**src/rtl/compute_unit_pkg.sv**
```systemverilog
// Shared opcode encoding, result-flag layout and opcode classification helpers
// for the compute unit pipeline.
package compute_unit_pkg;

   typedef enum logic [3:0] {
      OP_NOP  = 4'h0,
      OP_LOAD = 4'h1,
      OP_ADD  = 4'h2,
      OP_SUB  = 4'h3,
      OP_AND  = 4'h4,
      OP_OR   = 4'h5,
      OP_NOT  = 4'h6,
      OP_XOR  = 4'h7,
      OP_SHL  = 4'h8,
      OP_SHR  = 4'h9,
      OP_CMP  = 4'hA
   } op_e;

   typedef struct packed {
      logic illegal;
      logic carry;
      logic zero;
   } flags_t;

   // LOAD through SHR are the only opcodes that commit to the register file.
   function automatic logic op_writes_rf(input logic [3:0] op);
      return (op >= OP_LOAD) && (op <= OP_SHR);
   endfunction

   function automatic logic op_emits_beat(input logic [3:0] op);
      return op != OP_NOP;
   endfunction

endpackage

```
**src/rtl/cu_alu.sv**
```systemverilog
// Combinational ALU: one result word plus carry/borrow and illegal-opcode
// indication for a single instruction.
module cu_alu
   import compute_unit_pkg::*;
#(
   parameter int DATA_W = 8
) (
   input  logic [3:0]        op,
   input  logic [DATA_W-1:0] a,
   input  logic [DATA_W-1:0] b,
   input  logic [DATA_W-1:0] imm,
   output logic [DATA_W-1:0] data,
   output logic              carry,
   output logic              illegal
);

   logic [DATA_W:0] wide;

   always_comb begin
      data    = '0;
      carry   = 1'b0;
      illegal = 1'b0;
      wide    = '0;
      case (op)
         OP_NOP:  data = '0;
         OP_LOAD: data = imm;
         OP_ADD: begin
            wide  = {1'b0, a} + {1'b0, b};
            data  = wide[DATA_W-1:0];
            carry = wide[DATA_W];
         end
         // The extra MSB of the widened difference is the unsigned borrow.
         OP_SUB, OP_CMP: begin
            wide  = {1'b0, a} - {1'b0, b};
            data  = wide[DATA_W-1:0];
            carry = wide[DATA_W];
         end
         OP_AND:  data = a & b;
         OP_OR:   data = a | b;
         OP_NOT:  data = ~a;
         OP_XOR:  data = a ^ b;
         OP_SHL: begin
            data  = {a[DATA_W-2:0], 1'b0};
            carry = a[DATA_W-1];
         end
         OP_SHR: begin
            data  = {1'b0, a[DATA_W-1:1]};
            carry = a[0];
         end
         default: illegal = 1'b1;
      endcase
   end

endmodule

```
**src/rtl/compute_unit_pipe.sv**
```systemverilog
// Two-stage compute unit: S1 holds the accepted instruction, EX reads the
// register file, runs the ALU and loads the output register in one edge.
module compute_unit_pipe
   import compute_unit_pkg::*;
#(
   parameter  int DATA_W   = 8,
   parameter  int NUM_REGS = 16,
   localparam int IDX_W    = $clog2(NUM_REGS)
) (
   input  logic              clk,
   input  logic              rst,
   input  logic              in_valid,
   output logic              in_ready,
   input  logic [3:0]        in_op,
   input  logic [IDX_W-1:0]  in_tgt,
   input  logic [IDX_W-1:0]  in_src0,
   input  logic [IDX_W-1:0]  in_src1,
   input  logic [DATA_W-1:0] in_imm,
   output logic              out_valid,
   input  logic              out_ready,
   output logic [DATA_W-1:0] out_data,
   output logic [IDX_W-1:0]  out_tgt,
   output logic              out_zero,
   output logic              out_carry,
   output logic              out_illegal
);

   logic              s1_valid_q, s1_valid_d;
   logic [3:0]        s1_op_q,    s1_op_d;
   logic [IDX_W-1:0]  s1_tgt_q,   s1_tgt_d;
   logic [IDX_W-1:0]  s1_src0_q,  s1_src0_d;
   logic [IDX_W-1:0]  s1_src1_q,  s1_src1_d;
   logic [DATA_W-1:0] s1_imm_q,   s1_imm_d;

   logic              out_valid_q, out_valid_d;
   logic [DATA_W-1:0] out_data_q,  out_data_d;
   logic [IDX_W-1:0]  out_tgt_q,   out_tgt_d;
   flags_t            out_flags_q, out_flags_d;

   logic [DATA_W-1:0] rf_q [NUM_REGS];
   logic [DATA_W-1:0] rf_d [NUM_REGS];

   logic              advance;
   logic              accept;
   logic              execute;
   logic [DATA_W-1:0] alu_data;
   logic              alu_carry;
   logic              alu_illegal;

   assign advance  = !out_valid_q || out_ready;
   assign in_ready = !s1_valid_q || advance;
   assign accept   = in_valid && in_ready;
   assign execute  = advance && s1_valid_q;

   cu_alu #(
      .DATA_W (DATA_W)
   ) u_alu (
      .op      (s1_op_q),
      .a       (rf_q[s1_src0_q]),
      .b       (rf_q[s1_src1_q]),
      .imm     (s1_imm_q),
      .data    (alu_data),
      .carry   (alu_carry),
      .illegal (alu_illegal)
   );

   // S1 is either refilled by a new accept or emptied once EX consumes it.
   always_comb begin
      s1_valid_d = s1_valid_q;
      s1_op_d    = s1_op_q;
      s1_tgt_d   = s1_tgt_q;
      s1_src0_d  = s1_src0_q;
      s1_src1_d  = s1_src1_q;
      s1_imm_d   = s1_imm_q;
      if (accept) begin
         s1_valid_d = 1'b1;
         s1_op_d    = in_op;
         s1_tgt_d   = in_tgt;
         s1_src0_d  = in_src0;
         s1_src1_d  = in_src1;
         s1_imm_d   = in_imm;
      end else if (advance) begin
         s1_valid_d = 1'b0;
      end
   end

   always_comb begin
      out_valid_d = out_valid_q;
      out_data_d  = out_data_q;
      out_tgt_d   = out_tgt_q;
      out_flags_d = out_flags_q;
      if (advance) begin
         out_valid_d = 1'b0;
         if (execute && op_emits_beat(s1_op_q)) begin
            out_valid_d         = 1'b1;
            out_data_d          = alu_data;
            out_tgt_d           = s1_tgt_q;
            out_flags_d.illegal = alu_illegal;
            out_flags_d.carry   = alu_carry;
            out_flags_d.zero    = !alu_illegal && (alu_data == '0);
         end
      end
   end

   always_comb begin
      rf_d = rf_q;
      if (execute && op_writes_rf(s1_op_q)) begin
         rf_d[s1_tgt_q] = alu_data;
      end
   end

   always_ff @(posedge clk) begin
      if (rst) begin
         s1_valid_q  <= 1'b0;
         s1_op_q     <= '0;
         s1_tgt_q    <= '0;
         s1_src0_q   <= '0;
         s1_src1_q   <= '0;
         s1_imm_q    <= '0;
         out_valid_q <= 1'b0;
         out_data_q  <= '0;
         out_tgt_q   <= '0;
         out_flags_q <= '0;
         for (int unsigned i = 0; i < NUM_REGS; i++) begin
            rf_q[i] <= '0;
         end
      end else begin
         s1_valid_q  <= s1_valid_d;
         s1_op_q     <= s1_op_d;
         s1_tgt_q    <= s1_tgt_d;
         s1_src0_q   <= s1_src0_d;
         s1_src1_q   <= s1_src1_d;
         s1_imm_q    <= s1_imm_d;
         out_valid_q <= out_valid_d;
         out_data_q  <= out_data_d;
         out_tgt_q   <= out_tgt_d;
         out_flags_q <= out_flags_d;
         rf_q        <= rf_d;
      end
   end

   assign out_valid   = out_valid_q;
   assign out_data    = out_data_q;
   assign out_tgt     = out_tgt_q;
   assign out_zero    = out_flags_q.zero;
   assign out_carry   = out_flags_q.carry;
   assign out_illegal = out_flags_q.illegal;

endmodule
```
**config.mk**
```make
export PLATFORM = sky130hd
export DESIGN_NAME = compute_unit_pipe
export DESIGN_NICKNAME = d
export VERILOG_FILES = /design/src/rtl/compute_unit_pkg.sv /design/src/rtl/cu_alu.sv /design/src/rtl/compute_unit_pipe.sv
export SDC_FILE = /design/constraint.sdc
export NUM_CORES = 1
export LEC_CHECK = 0
export CAP_MARGIN = 15
export CORE_AREA = 2 2 164 206
export CTS_CLUSTER_SIZE = 40
export DETAILED_ROUTE_END_ITERATION = 8
export DIE_AREA = 0 0 166 208
export GPL_TIMING_DRIVEN = 0
export SETUP_SLACK_MARGIN = 0.5
export SLEW_MARGIN = 40
export SYNTH_ARGS = -nofsm -noshare
export SYNTH_HDL_FRONTEND = slang
export SYNTH_SLANG_ARGS = --single-unit
```
**constraint.sdc**
```tcl
create_clock -name clk -period 4.8 [get_ports clk]
set_input_delay 1.44 -clock clk [delete_from_list [all_inputs] [get_ports clk]]
set_output_delay 1.44 -clock clk [all_outputs]
set_load 0.1 [all_outputs]
```
==> results of run 1 <==
-- what timing repair did --
action / CTS / global route
gates resized for setup: 65 / 31
hold buffers: 0 / 0
cloned: 0 / 0
hold endpoints to repair: 0 / 0
pin swaps: 4 / 5
buffers inserted: 7 / 21
endpoints found under the setup margin: 137 / 79
-- power by group --
part	internal, W	switching [W]	leakage (nW)
sequential	0.00143	0.0000151	1.37
clock	0.000829	0.000598	0.286
combinational	0.000186	0.000328	2.24
-- how the worst max path moves through the flow --
stage | startpoint | to | slack, ps
floorplan | s1_src1_q[0] | out_zero | 520
global placement | s1_src0_q[2] | out_data[6] | -850
detailed placement | s1_src0_q[2] | out_data[6] | -800
CTS | s1_src1_q[0] | out_zero | 500
global route | s1_src1_q[0] | out_zero | 430
finish | s1_src1_q[0] | out_zero | 580
-- worst min-delay path: stages, from the launching register on --
cell and delay (ps):
dfxtp_1 310, nand2_1 50, a21oi_1 50
-- registers in the layout, indices dropped and copies added (netlist names) --
| signal | flops |
|---|---|
| out_carry | 1 |
| out_data | 8 |
| out_illegal | 1 |
| out_tgt | 4 |
| out_valid | 1 |
| out_zero | 1 |
| rf_q | 128 |
| s1_imm_q | 8 |
| s1_op_q | 4 |
| s1_src0_q | 4 |
| s1_src1_q | 4 |
| s1_tgt_q | 4 |
| s1_valid_q | 1 |
-- kinds of logic after synthesis --
| group | synth area share (%) |
|---|---|
| buffers and inverters | 5.11 |
| adder cells (fa/ha/maj) | 3.53 |
| multiplexers | 26.1 |
| flip-flops | 35.1 |
| XOR/XNOR | 0.545 |
| AO/OA/AOI/OAI | 13.7 |
| AND/OR/NAND/NOR | 15.9 |
-- stage by stage --
stage                     hold slack, ps  area [sq um]  utilization (%)
after global routing                 480         11700             36.0
final                                458         11700             36.0
after CTS                            458         11400             35.2
after detailed placement             449         10500             32.4
after global placement               447         10600             32.6
after floorplan                      436          9650                -
-- layout make-up --
class	count	area, sq um	area share [%]
buffer	99	599	5.13
clock inverter	12	150	1.28
inverter	21	78.8	0.674
tap	418	523	4.47
timing repair buffer	71	568	4.86
clock buffer	20	447	3.82
sequential	169	3380	28.9
multi-input combinational	726	5940	50.8
-- placed cells by master (no fill, tap or decap), types with 8 or more instances in the layout --
cell               n
o21ai_0           10
nor3_1            27
dfxtp_1          169
mux2i_1           65
a211oi_1          71
inv_1             19
nand2b_1           8
buf_4             29
buf_12             8
nand2_1           87
buf_2             27
clkbuf_16         17
ha_1              22
clkdlybuf4s50_1   26
a21oi_1           52
mux4_2            76
nor2_1           172
clkbuf_1          62
clkbuf_2           9
-- layer usage --
| layer | up-vias | part of all wire (%) | global-route usage (%) |
|---|---|---|---|
| met5 | - | 0 | 0 |
| met4 | 0 | 3.9 | 7.98 |
| met3 | 66 | 5.2 | 2.83 |
| met2 | 287 | 51 | 31.7 |
| met1 | 4096 | 40 | 21.3 |
| li1 | 3880 | - | - |
==> results.toml, run 1 <==
[global_routing]
grt_pass1_vias = 8044
grt_pass1_wl_microns = 47700
grt_usage_pct = 17.9
grt_start_max_net_pins = 17
grt-ovfl-total = 0
antenna_found_initial = 0

[critical_path]
path_max_fanout = 8
worstSetupPathDepth = 13
end_kind = "flop"
worstPathCellList = "buf_8 > buf_12 > mux4_2 > mux4_2 > ha_4 > fa_2 > a21o_1 > a21o_1 > a221o_1 > a21oi_2 > nand4_1 > or3_1 > o41ai_2"
crit_type = "flop to flop"
r2r_cells = 13
cp.buffers_inverters = 2
regToRegStartpoint = "s1_src1_q[0]"
cp_top_family = "multiplexers"
critPathLaunchType = "flop"
r2r_end = "out_zero"
arrival_ps = 4570
cp_slowest_cell = "mux4_2"
critPathMaxStageDelay_ps = 610
r2r_setup_slack_ps = 580
required_ps = 5150

[synth]
ys_top_cells_by_count = "nor2_1 (173), dfxtp_1 (169), nand2_1 (87), mux4_2 (76), clkbuf_1 (75)"
ys.warnings.count = 0
synth_top_area_share_pct = 35.1
synth_fp_nets = 1069
synth_most_common_cell = "nor2_1"
synth_enable_flop_cells = 0
ys_seq_elements = 169
synthCells = 1015
netlist_area_sq_mm = 0.00964
async_flop_share_pct = 0
synthTopCellsByArea = "dfxtp_1 (35%), mux4_2 (18%), mux2i_1 (7.5%)"
yosysUniqueCellTypes = 71
synth-main-ff-cell = "dfxtp_1"
ys_seq_area_share_pct = 35.1
avgSynthCellArea_sq_um = 9.50
synth_top_area_cell = "dfxtp_1"

[cells_and_area]
finalNetCount = 1159
synthToLayoutAreaGrowth_pct = 21.3
final_cells = 1536
fillers = 3228
drive_gt1_share_pct = 20.4
antennaDiodeCount = 0

[timing]
fin_ws_ps = 578
slew_headroom_pct = 41.6
min_period_ps = 4220
timing.final.crit_share_pct = 88.0
finClkSkew_ps = 10.2
fin_tns_setup_ps = 0
worst_pin_slew_ps = 876
drv_slew = 0
rsz0062_at_grt = "true"
max_freq_mhz = 237
finalHoldViolCount = 0
finalSetupViolCount = 0

[clock_tree]
root_buffer = "clkbuf_16"
htree_levels = 4
clk_pin_slew_worst_paths_ps = 70
clkSinkCount = 169
clock_latency_ps = 450
clk_path_buf_depth = 2
cts_buffers = 17
cts_tree = "built"

[placement]
io_buffer_count = 43
pre_cts_slack_ps = -805
dp.cells = 1476
place.gp.congestion = 0.931
dpl.hpwl_microns = 23700

[run_status]
status = "finished clean"

[hold_path]
hold_path_end = "s1_imm_q[6]"
hold_depth = 2
min_path_type = "flop to flop"
hp-start = "s1_imm_q[6]"

[flow_run]
max_cap_violations = 0

[die]
die_y_microns = 208
start_util_pct = 29.7
core_sq_mm = 0.0325
die_area_sq_mm = 0.0345
fp-row-count = 74
io_pins = 45
chipWidth_microns = 166

[route]
postRouteAntennaNets = 0
drtIter0Drc = 880
drc = 0
routed_wl_microns = 31600
viasPerCell = 5.42
num_vias = 8329
wire_per_inst_microns = 20.6
drt_first_pass_iters = 5

[power_and_ir_drop]
p_leak_nw = 3.89
design_power_total_w = 0.00338
ir_drop_mv = 0.269
p_per_area_mw_per_mm2 = 289
(Power assumes the default switching activity.)
==> run 2, diff against run 1 <==
==> constraint.sdc (replaced) <==
create_clock -name clk -period 3.9 [get_ports clk]
set_input_delay 1.17 -clock clk [delete_from_list [all_inputs] [get_ports clk]]
set_output_delay 1.17 -clock clk [all_outputs]
set_load 0.1 [all_outputs]
==> run 2 against run 1 <==
  * Flip-flop and latch count stayed put
  * The flow now finishes with violations (negative setup slack)
  * Sequential share of layout area is 3.5 points lower
  * Highest routed layer is now met5
  * Critical endpoint unchanged
  * Sequential power is 23% higher
  * Wire length is 7.4% higher
==> results.toml, run 2 (synthesis results as in run 1) <==
[critical_path]
critPathMaxStageDelay_ps = 600
crit_type = "flop to flop"
cp_slowest_cell = "mux4_2"
cp_top_family = "compound AO/OA/AOI/OAI gates"
arrival_ps = 4510
required_ps = 4250
worstPathCellList = "clkbuf_16 > buf_12 > mux4_2 > mux4_2 > ha_4 > fa_2 > a21o_1 > a221oi_2 > xnor2_1 > a221oi_2 > o211ai_2 > or3_4 > o41ai_2"
critPathLaunchType = "flop"
path_max_fanout = 4
end_kind = "flop"
cp.buffers_inverters = 2

[clock_tree]
htree_levels = 4
cts_hold_buf = 0
root_buffer = "clkbuf_16"
clock_latency_ps = 450
cts_buffers = 17
clkSinkCount = 169
cts_tree = "built"
clk_pin_slew_worst_paths_ps = 70
clk_path_buf_depth = 2

[timing]
slew_headroom_pct = 38.1
timing.final.crit_share_pct = 107
min_period_ps = 4160
max_freq_mhz = 240
rsz0062_at_grt = "true"
worst_pin_slew_ps = 929
finalHoldViolCount = 0
finalSetupViolCount = 54
finClkSkew_ps = 9.92
fin_ws_ps = -260
drv_slew = 0

[route]
drt_first_pass_iters = 7
num_vias = 8799
viasPerCell = 5.50
drc = 0
drtIter0Drc = 833
postRouteAntennaNets = 0
wire_per_inst_microns = 21.2
routed_wl_microns = 33900

[die]
io_pins = 45
fp-row-count = 74
chipWidth_microns = 166
start_util_pct = 29.7
die_y_microns = 208
core_sq_mm = 0.0325
die_area_sq_mm = 0.0345

[cells_and_area]
mostFrequentLayoutCell = "dfxtp_1"
finalNetCount = 1224
antennaDiodeCount = 0
synthToLayoutAreaGrowth_pct = 38.2
layout_common_cells = "dfxtp_1 (167), nor2_1 (166), nand2_1 (86), mux4_2 (76), mux2i_1 (63)"
drive_gt1_share_pct = 35.0
largest_register_ffs = 128
fillers = 3036
final_cells = 1601
regMostFlops = "rf_q"

[global_routing]
use_met1_pct = 22.3
grt_pass1_vias = 8463
antenna_found_initial = 1
grt_start_max_net_pins = 17
grt_usage_pct = 19.1
use_met3_pct = 3.39
grt.busiest_layer = "met2"
grt_pass1_wl_microns = 50600
grt-ovfl-total = 0
use_met2_pct = 33.2

[placement]
place.gp.congestion = 0.926
pre_cts_slack_ps = -1370
dp.cells = 1476
dpl.hpwl_microns = 24200
io_buffer_count = 43

[power_and_ir_drop]
p_per_area_mw_per_mm2 = 334
p_leak_nw = 4.58
ir_drop_mv = 0.328

[run_status]
violations = "negative setup slack"
status = "finished, violations left"

[hold_path]
min_path_type = "flop to flop"

[flow_run]
max_cap_violations = 0
[run 2: cell types whose count changed in the layout (fill, tap and decap cells not counted), moves of 14 or more]
cell      before  now
a211oi_1      71   19
a211oi_2       0   50
buf_4         29   53
buf_6          4   22
buf_8          2   17
nor3_1        27   13
[run 2: area by class of cell]
| class | instances | area (sq um) | share of cell area [%] |
|---|---|---|---|
| Multi-Input combinational cell | 726 | 6490 | 48.7 |
| Sequential cell | 169 | 3390 | 25.4 |
| Timing Repair Buffer | 136 | 1370 | 10.3 |
| Buffer | 99 | 838 | 6.29 |
| Tap cell | 418 | 523 | 3.93 |
| Clock buffer | 20 | 457 | 3.43 |
| Clock inverter | 12 | 173 | 1.30 |
| Inverter | 21 | 83.8 | 0.629 |
[run 2: where the power goes]
group	internal, W	switching (W)
Sequential	0.00176	0.0000186
Combinational	0.000381	0.000479
Clock	0.00110	0.000717
Total	0.00324	0.00121
[run 2: per-layer routing]
metal | vias up | routed length (microns)
met2 | 350 | 17100
met1 | 4335 | 13400
met5 | - | 13
met4 | 2 | 1740
met3 | 107 | 1650
li1 | 4005 | -
[run 2: stage by stage]
stage	cell area, sq um	total power (W)	utilization, %	hold slack, ps	TNS, ps
after floorplan	9790	0.00221	-	436	-12.8
after global placement	10700	0.00239	33.1	449	-112250
after detailed placement	10700	0.00239	32.8	451	-115510
after CTS	12600	0.00436	38.7	460	-6740
after global routing	13300	0.00459	41.0	481	-14910
final	13300	0.00445	41.0	455	-6540
[run 2: final timing paths]
path	cells past startpoint	startpoint	slack (ps)	to
worst max register to register	13	s1_src1_q[0]	-260	out_zero
worst max-delay path	13	s1_src1_q[0]	-260	out_zero
worst min-delay path	2	out_tgt[3]	460	out_tgt[3]
worst min register to register	2	out_tgt[3]	460	out_tgt[3]
[run 2: worst min-delay path, cell delays in order, from the launching register on]
cell and delay (ps):
dfxtp_1 310, nand2_1 50, a21oi_1 50
[run 2: timing repair]
action | 4_1_cts | 5_1_grt
pin swaps | 32 | 44
resized for setup | 173 | 104
gates cloned | 5 | 4
endpoints found under the setup margin | 139 | 138
setup buffers | 48 | 36
